<file path="src/rtl/dm_frame_sequencer_if.sv">
// Sample stream, delta-modulator and event-FIFO signals of dm_frame_sequencer.
// ev_marker exists only when DM_FRAME_SEQUENCER_MARKER_EN is defined.
interface dm_frame_sequencer_if #(
  parameter int WIDTH    = 16,
  parameter int CHANNELS = 16
);
  localparam int CW = $clog2(CHANNELS);

  logic                    s_valid;
  logic                    s_ready;
  logic signed [WIDTH-1:0] s_data;
  logic                    s_last;
  logic                    dm_en;
  logic signed [WIDTH-1:0] dm_samples;
  logic                    dm_pos_spike;
  logic                    dm_neg_spike;
  logic                    dm_valid;
  logic                    ev_valid;
  logic                    ev_ready;
  logic [CW-1:0]           ev_chan;
  logic                    ev_pol;

`ifdef DM_FRAME_SEQUENCER_MARKER_EN
  logic                    ev_marker;

  modport master (
    input  s_valid, s_data, s_last, dm_pos_spike, dm_neg_spike, dm_valid, ev_ready,
    output s_ready, dm_en, dm_samples, ev_valid, ev_chan, ev_pol, ev_marker
  );
  modport slave (
    output s_valid, s_data, s_last, dm_pos_spike, dm_neg_spike, dm_valid, ev_ready,
    input  s_ready, dm_en, dm_samples, ev_valid, ev_chan, ev_pol, ev_marker
  );
`else
  modport master (
    input  s_valid, s_data, s_last, dm_pos_spike, dm_neg_spike, dm_valid, ev_ready,
    output s_ready, dm_en, dm_samples, ev_valid, ev_chan, ev_pol
  );
  modport slave (
    output s_valid, s_data, s_last, dm_pos_spike, dm_neg_spike, dm_valid, ev_ready,
    input  s_ready, dm_en, dm_samples, ev_valid, ev_chan, ev_pol
  );
`endif
endinterface

</file>
<file path="src/rtl/dm_frame_sequencer.sv">
// Frame controller for the delta modulator: issues CHANNELS samples, tags spikes into an event FIFO.
// s_ready is credit-gated so the FIFO never overflows; optional end-of-frame marker via DM_FRAME_SEQUENCER_MARKER_EN.
module dm_frame_sequencer #(
  parameter int CHANNELS   = 16,
  parameter int WIDTH      = 16,
  parameter int FIFO_DEPTH = 8,
  parameter int CW         = $clog2(CHANNELS)
) (
  input  logic                 clk,
  input  logic                 rst,
  input  logic                 start,
  dm_frame_sequencer_if.master bus,
  output logic                 busy,
  output logic                 frame_done,
  output logic [CW:0]          spike_cnt,
  output logic                 err
);
  localparam int AW = $clog2(FIFO_DEPTH);
  localparam int NW = AW + 1;
`ifdef DM_FRAME_SEQUENCER_MARKER_EN
  localparam int EW = CW + 2;
`else
  localparam int EW = CW + 1;
`endif
  localparam logic [NW:0]   DEPTH_L = (NW+1)'(FIFO_DEPTH);
  localparam logic [NW-1:0] FULL_L  = NW'(FIFO_DEPTH);
  localparam logic [CW-1:0] LAST_CH = CW'(CHANNELS - 1);

  typedef enum logic [1:0] {IDLE, RUN, DRAIN} state_t;

  state_t                  state;
  logic [CW-1:0]           chan;
  logic [CW:0]             frame_cnt;
  logic [1:0]              tag_v;
  logic [CW-1:0]           tag_c0, tag_c1;
  logic [1:0]              inflight, inflight_nxt;
  logic [EW-1:0]           mem [FIFO_DEPTH];
  logic [AW-1:0]           wr_ptr, rd_ptr;
  logic [NW-1:0]           fifo_count;
  logic [NW:0]             credit_sum;
  logic [EW-1:0]           push_dat, head;
  logic                    xfer, result, spike, push, pop, drained, start_ok, err_set;
  logic signed [WIDTH-1:0] beat;

  assign xfer           = bus.s_valid && bus.s_ready;
  assign beat           = bus.s_data;
  assign bus.dm_en      = xfer;
  assign bus.dm_samples = xfer ? beat : '0;

  assign credit_sum   = {1'b0, fifo_count} + {{(NW-1){1'b0}}, inflight};
  assign inflight_nxt = inflight + {1'b0, xfer} - {1'b0, tag_v[1]};

  // Stage 1 of the tag pipe lines up with the modulator's 2-cycle result strobe.
  assign result = tag_v[1] && bus.dm_valid;
  assign spike  = result && (bus.dm_pos_spike || bus.dm_neg_spike);

`ifdef DM_FRAME_SEQUENCER_MARKER_EN
  assign bus.s_ready = (state == RUN) && (credit_sum + (NW+1)'(1) < DEPTH_L);
  assign drained     = (state == DRAIN) && (inflight == 2'd0) && (fifo_count != FULL_L);
  assign push        = spike || drained;
  assign push_dat    = drained ? {LAST_CH, 1'b0, 1'b1} : {tag_c1, bus.dm_pos_spike, 1'b0};
  assign frame_done  = drained;
`else
  logic done_q;

  assign bus.s_ready = (state == RUN) && (credit_sum < DEPTH_L);
  // Finish as the last tag retires so frame_done lands 3 cycles after the last beat.
  assign drained     = (state == DRAIN) && (inflight_nxt == 2'd0);
  assign push        = spike;
  assign push_dat    = {tag_c1, bus.dm_pos_spike};
  assign frame_done  = done_q;
`endif

  assign head         = mem[rd_ptr];
  assign bus.ev_valid = (fifo_count != '0);
  assign bus.ev_chan  = bus.ev_valid ? head[EW-1 -: CW] : '0;
  assign bus.ev_pol   = bus.ev_valid && head[EW-CW-1];
`ifdef DM_FRAME_SEQUENCER_MARKER_EN
  assign bus.ev_marker = bus.ev_valid && head[0];
`endif
  assign pop = bus.ev_valid && bus.ev_ready;

  assign busy     = (state != IDLE);
  assign start_ok = (state == IDLE) && start && !frame_done;
  assign err_set  = (bus.dm_valid && !tag_v[1]) || (tag_v[1] && !bus.dm_valid) ||
                    (result && bus.dm_pos_spike && bus.dm_neg_spike) ||
                    (xfer && (bus.s_last != (chan == LAST_CH)));

  always_ff @(posedge clk) begin
    if (push) mem[wr_ptr] <= push_dat;
  end

  always_ff @(posedge clk) begin
    if (rst) begin
      state      <= IDLE;
      chan       <= '0;
      frame_cnt  <= '0;
      tag_v      <= '0;
      tag_c0     <= '0;
      tag_c1     <= '0;
      inflight   <= '0;
      wr_ptr     <= '0;
      rd_ptr     <= '0;
      fifo_count <= '0;
      spike_cnt  <= '0;
      err        <= 1'b0;
`ifndef DM_FRAME_SEQUENCER_MARKER_EN
      done_q     <= 1'b0;
`endif
    end else begin
      tag_v      <= {tag_v[0], xfer};
      tag_c0     <= chan;
      tag_c1     <= tag_c0;
      inflight   <= inflight_nxt;
      err        <= (err && !start_ok) || err_set;
      fifo_count <= fifo_count + NW'(push) - NW'(pop);
      if (push) wr_ptr <= wr_ptr + AW'(1);
      if (pop)  rd_ptr <= rd_ptr + AW'(1);
`ifndef DM_FRAME_SEQUENCER_MARKER_EN
      done_q     <= drained;
`endif
      if (start_ok)   frame_cnt <= '0;
      else if (spike) frame_cnt <= frame_cnt + (CW+1)'(1);

      case (state)
        IDLE: begin
          if (start_ok) begin
            state <= RUN;
            chan  <= '0;
          end
        end
        RUN: begin
          if (xfer) begin
            chan <= chan + CW'(1);
            if (chan == LAST_CH) state <= DRAIN;
          end
        end
        DRAIN: begin
          if (drained) begin
            state     <= IDLE;
            spike_cnt <= frame_cnt + {{CW{1'b0}}, spike};
          end
        end
        default: state <= IDLE;
      endcase
    end
  end
endmodule
</file>
<file path="src/flat_wrapper.sv">
// flat-port wrapper written by rule: the top's interface ports become plain ports
module dm_frame_sequencer_flat 
#(
  parameter int CHANNELS   = 16,
  parameter int WIDTH      = 16,
  parameter int FIFO_DEPTH = 8,
  parameter int CW         = $clog2(CHANNELS)
)
  (clk, rst, start, busy, frame_done, spike_cnt, err, bus_s_valid, bus_s_data, bus_s_last, bus_dm_pos_spike, bus_dm_neg_spike, bus_dm_valid, bus_ev_ready, bus_s_ready, bus_dm_en, bus_dm_samples, bus_ev_valid, bus_ev_chan, bus_ev_pol);
  dm_frame_sequencer_if #(.WIDTH(WIDTH), .CHANNELS(CHANNELS)) bus_i ();
  input  logic clk;
  input  logic rst;
  input  logic start;
  output logic busy;
  output logic frame_done;
  output logic [CW:0] spike_cnt;
  output logic err;
  input wire logic [$bits(bus_i.s_valid)-1:0] bus_s_valid;
  input wire logic [$bits(bus_i.s_data)-1:0] bus_s_data;
  input wire logic [$bits(bus_i.s_last)-1:0] bus_s_last;
  input wire logic [$bits(bus_i.dm_pos_spike)-1:0] bus_dm_pos_spike;
  input wire logic [$bits(bus_i.dm_neg_spike)-1:0] bus_dm_neg_spike;
  input wire logic [$bits(bus_i.dm_valid)-1:0] bus_dm_valid;
  input wire logic [$bits(bus_i.ev_ready)-1:0] bus_ev_ready;
  output wire logic [$bits(bus_i.s_ready)-1:0] bus_s_ready;
  output wire logic [$bits(bus_i.dm_en)-1:0] bus_dm_en;
  output wire logic [$bits(bus_i.dm_samples)-1:0] bus_dm_samples;
  output wire logic [$bits(bus_i.ev_valid)-1:0] bus_ev_valid;
  output wire logic [$bits(bus_i.ev_chan)-1:0] bus_ev_chan;
  output wire logic [$bits(bus_i.ev_pol)-1:0] bus_ev_pol;
  assign bus_i.s_valid = bus_s_valid;
  assign bus_i.s_data = bus_s_data;
  assign bus_i.s_last = bus_s_last;
  assign bus_i.dm_pos_spike = bus_dm_pos_spike;
  assign bus_i.dm_neg_spike = bus_dm_neg_spike;
  assign bus_i.dm_valid = bus_dm_valid;
  assign bus_i.ev_ready = bus_ev_ready;
  assign bus_s_ready = bus_i.s_ready;
  assign bus_dm_en = bus_i.dm_en;
  assign bus_dm_samples = bus_i.dm_samples;
  assign bus_ev_valid = bus_i.ev_valid;
  assign bus_ev_chan = bus_i.ev_chan;
  assign bus_ev_pol = bus_i.ev_pol;
  dm_frame_sequencer #(.CHANNELS(CHANNELS), .WIDTH(WIDTH), .FIFO_DEPTH(FIFO_DEPTH), .CW(CW)) u_core (.clk(clk), .rst(rst), .start(start), .bus(bus_i), .busy(busy), .frame_done(frame_done), .spike_cnt(spike_cnt), .err(err));
endmodule
</file>
<file path="config.mk">
export PLATFORM = sky130hd
export DESIGN_NAME = dm_frame_sequencer_flat
export DESIGN_NICKNAME = d
export VERILOG_FILES = /design/src/rtl/dm_frame_sequencer_if.sv /design/src/rtl/dm_frame_sequencer.sv /design/src/flat_wrapper.sv
export SDC_FILE = /design/constraint.sdc
export NUM_CORES = 1
export LEC_CHECK = 0
export CAP_MARGIN = 20
export CORE_MARGIN = 8
export CORE_UTILIZATION = 49
export CTS_BUF_LIST = sky130_fd_sc_hd__clkbuf_4 sky130_fd_sc_hd__clkbuf_8
export DETAILED_ROUTE_END_ITERATION = 12
export PLACE_DENSITY = 0.85
export SYNTH_ARGS = -nofsm -noshare
export SYNTH_HDL_FRONTEND = slang
export SYNTH_SLANG_ARGS = --single-unit
</file>
<file path="constraint.sdc">
create_clock -name clk -period 3.05 [get_ports clk]
set_input_delay 0.305 -clock clk [delete_from_list [all_inputs] [get_ports clk]]
set_output_delay 0.305 -clock clk [all_outputs]
set_load 0.1 [all_outputs]
</file>
==> results of run 1 <==
[path summary, 6_finish.rpt]
check / endpoint / slack (ns)
worst min register to register: u_core.tag_c1[0] / 0.44
worst max register to register: u_core.state[1] / 0.19
worst min-delay path: u_core.tag_c1[0] / 0.44
worst max-delay path: u_core.state[1] / 0.19
[per-stage QoR]
stage               instance area (um^2)  utilization (%)  total power [mW]  hold WS, ns  setup WS (ns)
floorplan                           3530                -              2.41        0.404         0.0794
global placement                    4380             61.7              2.75        0.423          0.157
detailed placement                  4380             61.7              2.77        0.420         0.0198
CTS                                 4560             64.3              3.50        0.437        0.00509
global route                        4580             64.6              3.65        0.462        0.00134
finish                              4580             64.6              3.49        0.438          0.188
[cell usage in the layout (no fill, tap or decap), types with 3 or more instances in the layout]
| master | count |
|---|---|
| edfxtp_1 | 40 |
| clkbuf_8 | 9 |
| a21oi_1 | 7 |
| a31oi_1 | 3 |
| inv_1 | 11 |
| buf_4 | 21 |
| xor2_1 | 7 |
| buf_12 | 16 |
| and2_1 | 16 |
| ha_1 | 16 |
| inv_6 | 4 |
| mux2i_1 | 11 |
| nor2_1 | 32 |
| xnor2_1 | 7 |
| nand2_1 | 13 |
| dfxtp_1 | 42 |
| nand2b_1 | 4 |
| clkdlybuf4s50_1 | 30 |
| nor2b_1 | 12 |
| nor3_1 | 7 |
| nand4_1 | 3 |
| mux4_2 | 10 |
| nand3_1 | 9 |
[flip-flops by register name (all words and copies together), names as in the netlist, 4 cells and up, named ones only]
signal and count:
u_core.mem 40, u_core.frame_cnt 5, u_core.spike_cnt 5, u_core.chan 4, u_core.fifo_count 4, u_core.tag_c0 4, u_core.tag_c1 4
[timing repair]
item | CTS | global route
endpoints found under the setup margin | 0 | 7
gates resized for setup | 0 | 5
endpoints found under the hold margin | 0 | 0
setup buffers | 0 | 1
[layer usage]
metal,global-route usage [%],vias to the layer above,routed length (um)
met5,0,-,0
met3,6.28,8,470
li1,-,1135,-
met4,3.26,0,58
met1,16.4,1082,2910
met2,25.3,63,3540
[where the power goes]
part | internal [mW] | switching (mW) | total, mW
registers | 1.23 | 0.104 | 1.33
logic | 0.471 | 0.952 | 1.42
clock network | 0.311 | 0.421 | 0.732
[final cells by class]
type	instances	area, um^2	share of cell area, %
flip-flops and latches	83	2060	45.0
multi-input cells	178	1380	30.2
repair buffers	67	778	17.0
clock buffers	9	124	2.70
well taps	99	124	2.70
clock inverters	7	58.8	1.28
inverters	13	51.3	1.12
[cell families after synthesis]
group           after synthesis
compound gates               15
xor+xnor                     15
fa+ha+maj                    17
buf+inv                      24
flops                        83
mux                          21
simple gates                110
==> key figures, run 1 <==
Logic synthesis
  • Largest cells by area after synthesis: edfxtp_1 (34%), dfxtp_1 (24%), mux4_2 (6.4%)
  • Synth Register Bits: 83
  • Synth Net Count: 327
  • Synth Instances: 285
  • Post-Syn Area per Cell: 12.4 um^2
  • Adder-cell share of the synthesized area: 6.25%
  • Synth async-reset ratio: 0%
  • Synthesized cell area: 3530 um^2
  • Cell with the most instances after synthesis: dfxtp_1
  • Synth cell types: 38
  • Post-synthesis simple-gate area fraction: 16.3%
  • Post-synthesis mux area share: 9.51%
  • Top_reg_cell synth: dfxtp_1
  • Synth Area in XOR/XNOR: 4.12%
  • EDFF count, synth: 40
  • Synth Area in Compound Gates: 2.70%
  • Share of Yosys cell area claimed by the top area cell type: 34.1%
  • Post-synth top cells: dfxtp_1 (43), edfxtp_1 (40), nor2_1 (32)
  • Area leader, netlist: edfxtp_1
  • YS warnings: 0
  • Register area share after synthesis: 58.5%
  • Main combinational cell family by area after synthesis: simple AND/OR/NAND/NOR gates

Global routing
  • Largest net degree at the start of global routing: 24
  • Vias in the first global route: 2375
  • Global-route usage over all layers: 14.7%
  • Initial antenna violation count: 0
  • GRT Residual Overflow: 0
  • First-pass GRT wire length: 11500 um

STA
  • TNS Setup: 0 ns
  • # setup viols final: 0
  • Relative slew margins: 34.2%
  • Clock period minus worst slack: 2.86 ns
  • Final hold viol count: 0
  • Max Fclk: 0.349 GHz
  • Final-report max-slew violation count: 0
  • Slew @ Worst Pin: 0.984 ns
  • Clk_skew: 0.00718 ns
  • RSZ-0062 raised after global routing: yes
  • Crit share post-route: 93.8%

Detailed routing
  • First-pass DRT Iterations: 4
  • Drt wl/cell: 15.3 um
  • Via count: 2288
  • DRC viols: 0
  • Routed WL: 6970 um
  • First DRT Iteration DRCs: 149
  • Avg Vias per Cell: 5.02
  • Post-route ant nets: 0

Critical path
  • Worst Path Arrival: 3.13 ns
  • Most common cell on crit path: ha_1
  • Worst path depth: 13
  • Critical Path Fanout Max: 7
  • Reg-to-reg startpoint: u_core.fifo_count[1]
  • Worst-path cell with the longest stage delay: dfxtp_2
  • Buf/Inv on CP: 2
  • Slowest stage delay, CP: 0.36 ns
  • Worst r2r path cells: 13
  • Data required, critical path: 3.32 ns
  • Setup CP Type: reg -> reg
  • Crit. End Element: flip-flop
  • Setup crit start kind: flip-flop
  • Critical path's top delay family: simple AND/OR/NAND/NOR gates
  • CP startpoint: u_core.fifo_count[1]
  • CP Cell Sequence: ha_1 > and4_4 > a211oi_2 > and4_4 > inv_4 > ha_1 > inv_1 > ha_1 > xnor3_1 > and3b_2 > nor3_2 > nor2_1 > nor3_1

Clock network
  • Post-CTS Hold Fix Bufs: 0
  • CTS H-tree lvls: 3
  • Clock Latency Late Sink: 0.36 ns
  • CTS tree: yes
  • Longest Clk Path Bufs: 2
  • Clock Sinks: 83
  • Reg clk slew, reported paths: 0.09 ns
  • Root buffer cell: clkbuf_8
  • TritonCTS Buffers: 9

Cells and area
  • N_diodes: 0
  • Layout Cells excl Fill: 456
  • Fillers: 504
  • Final nets: 394
  • Layout cells sized above 1: 20.4%
  • Area Growth Syn to Fin: 30.0%

Floorplanning
  • Die Area: 10200 um^2
  • Die Y: 101 um
  • Core Region: 7100 um^2
  • Cell Rows: 31
  • IO Pins: 57
  • Initial core utilization: 49.7%
  • Die Wd: 101 um

Power and ir drop
  • Worst vdd ir: 0.752 mV
  • Pwr Density: 760 nW/um^2
  • Pleak: 1.78 nW

Min path
  • Hold path startpoint: u_core.tag_c0[0]
  • Worst Hold Path Cells: 1
  • Class of the worst hold path: reg -> reg

Status
  • Status: complete, no violations

Placement
  • HPWL reported at the end of detailed placement: 5140 um
  • Placed insts: 439
  • Gpl congestion: 0.842
  • Port bufs: 56

Job
  • Max-cap violation count: 0
No activity file was read; power rests on OpenSTA's default activity.
==> run 2, diff against run 1 <==
CTS_CLUSTER_SIZE = 20   (was not set)
==> results of run 2 <==
The final DEF is identical to that of run 1; final timing and power are the same.
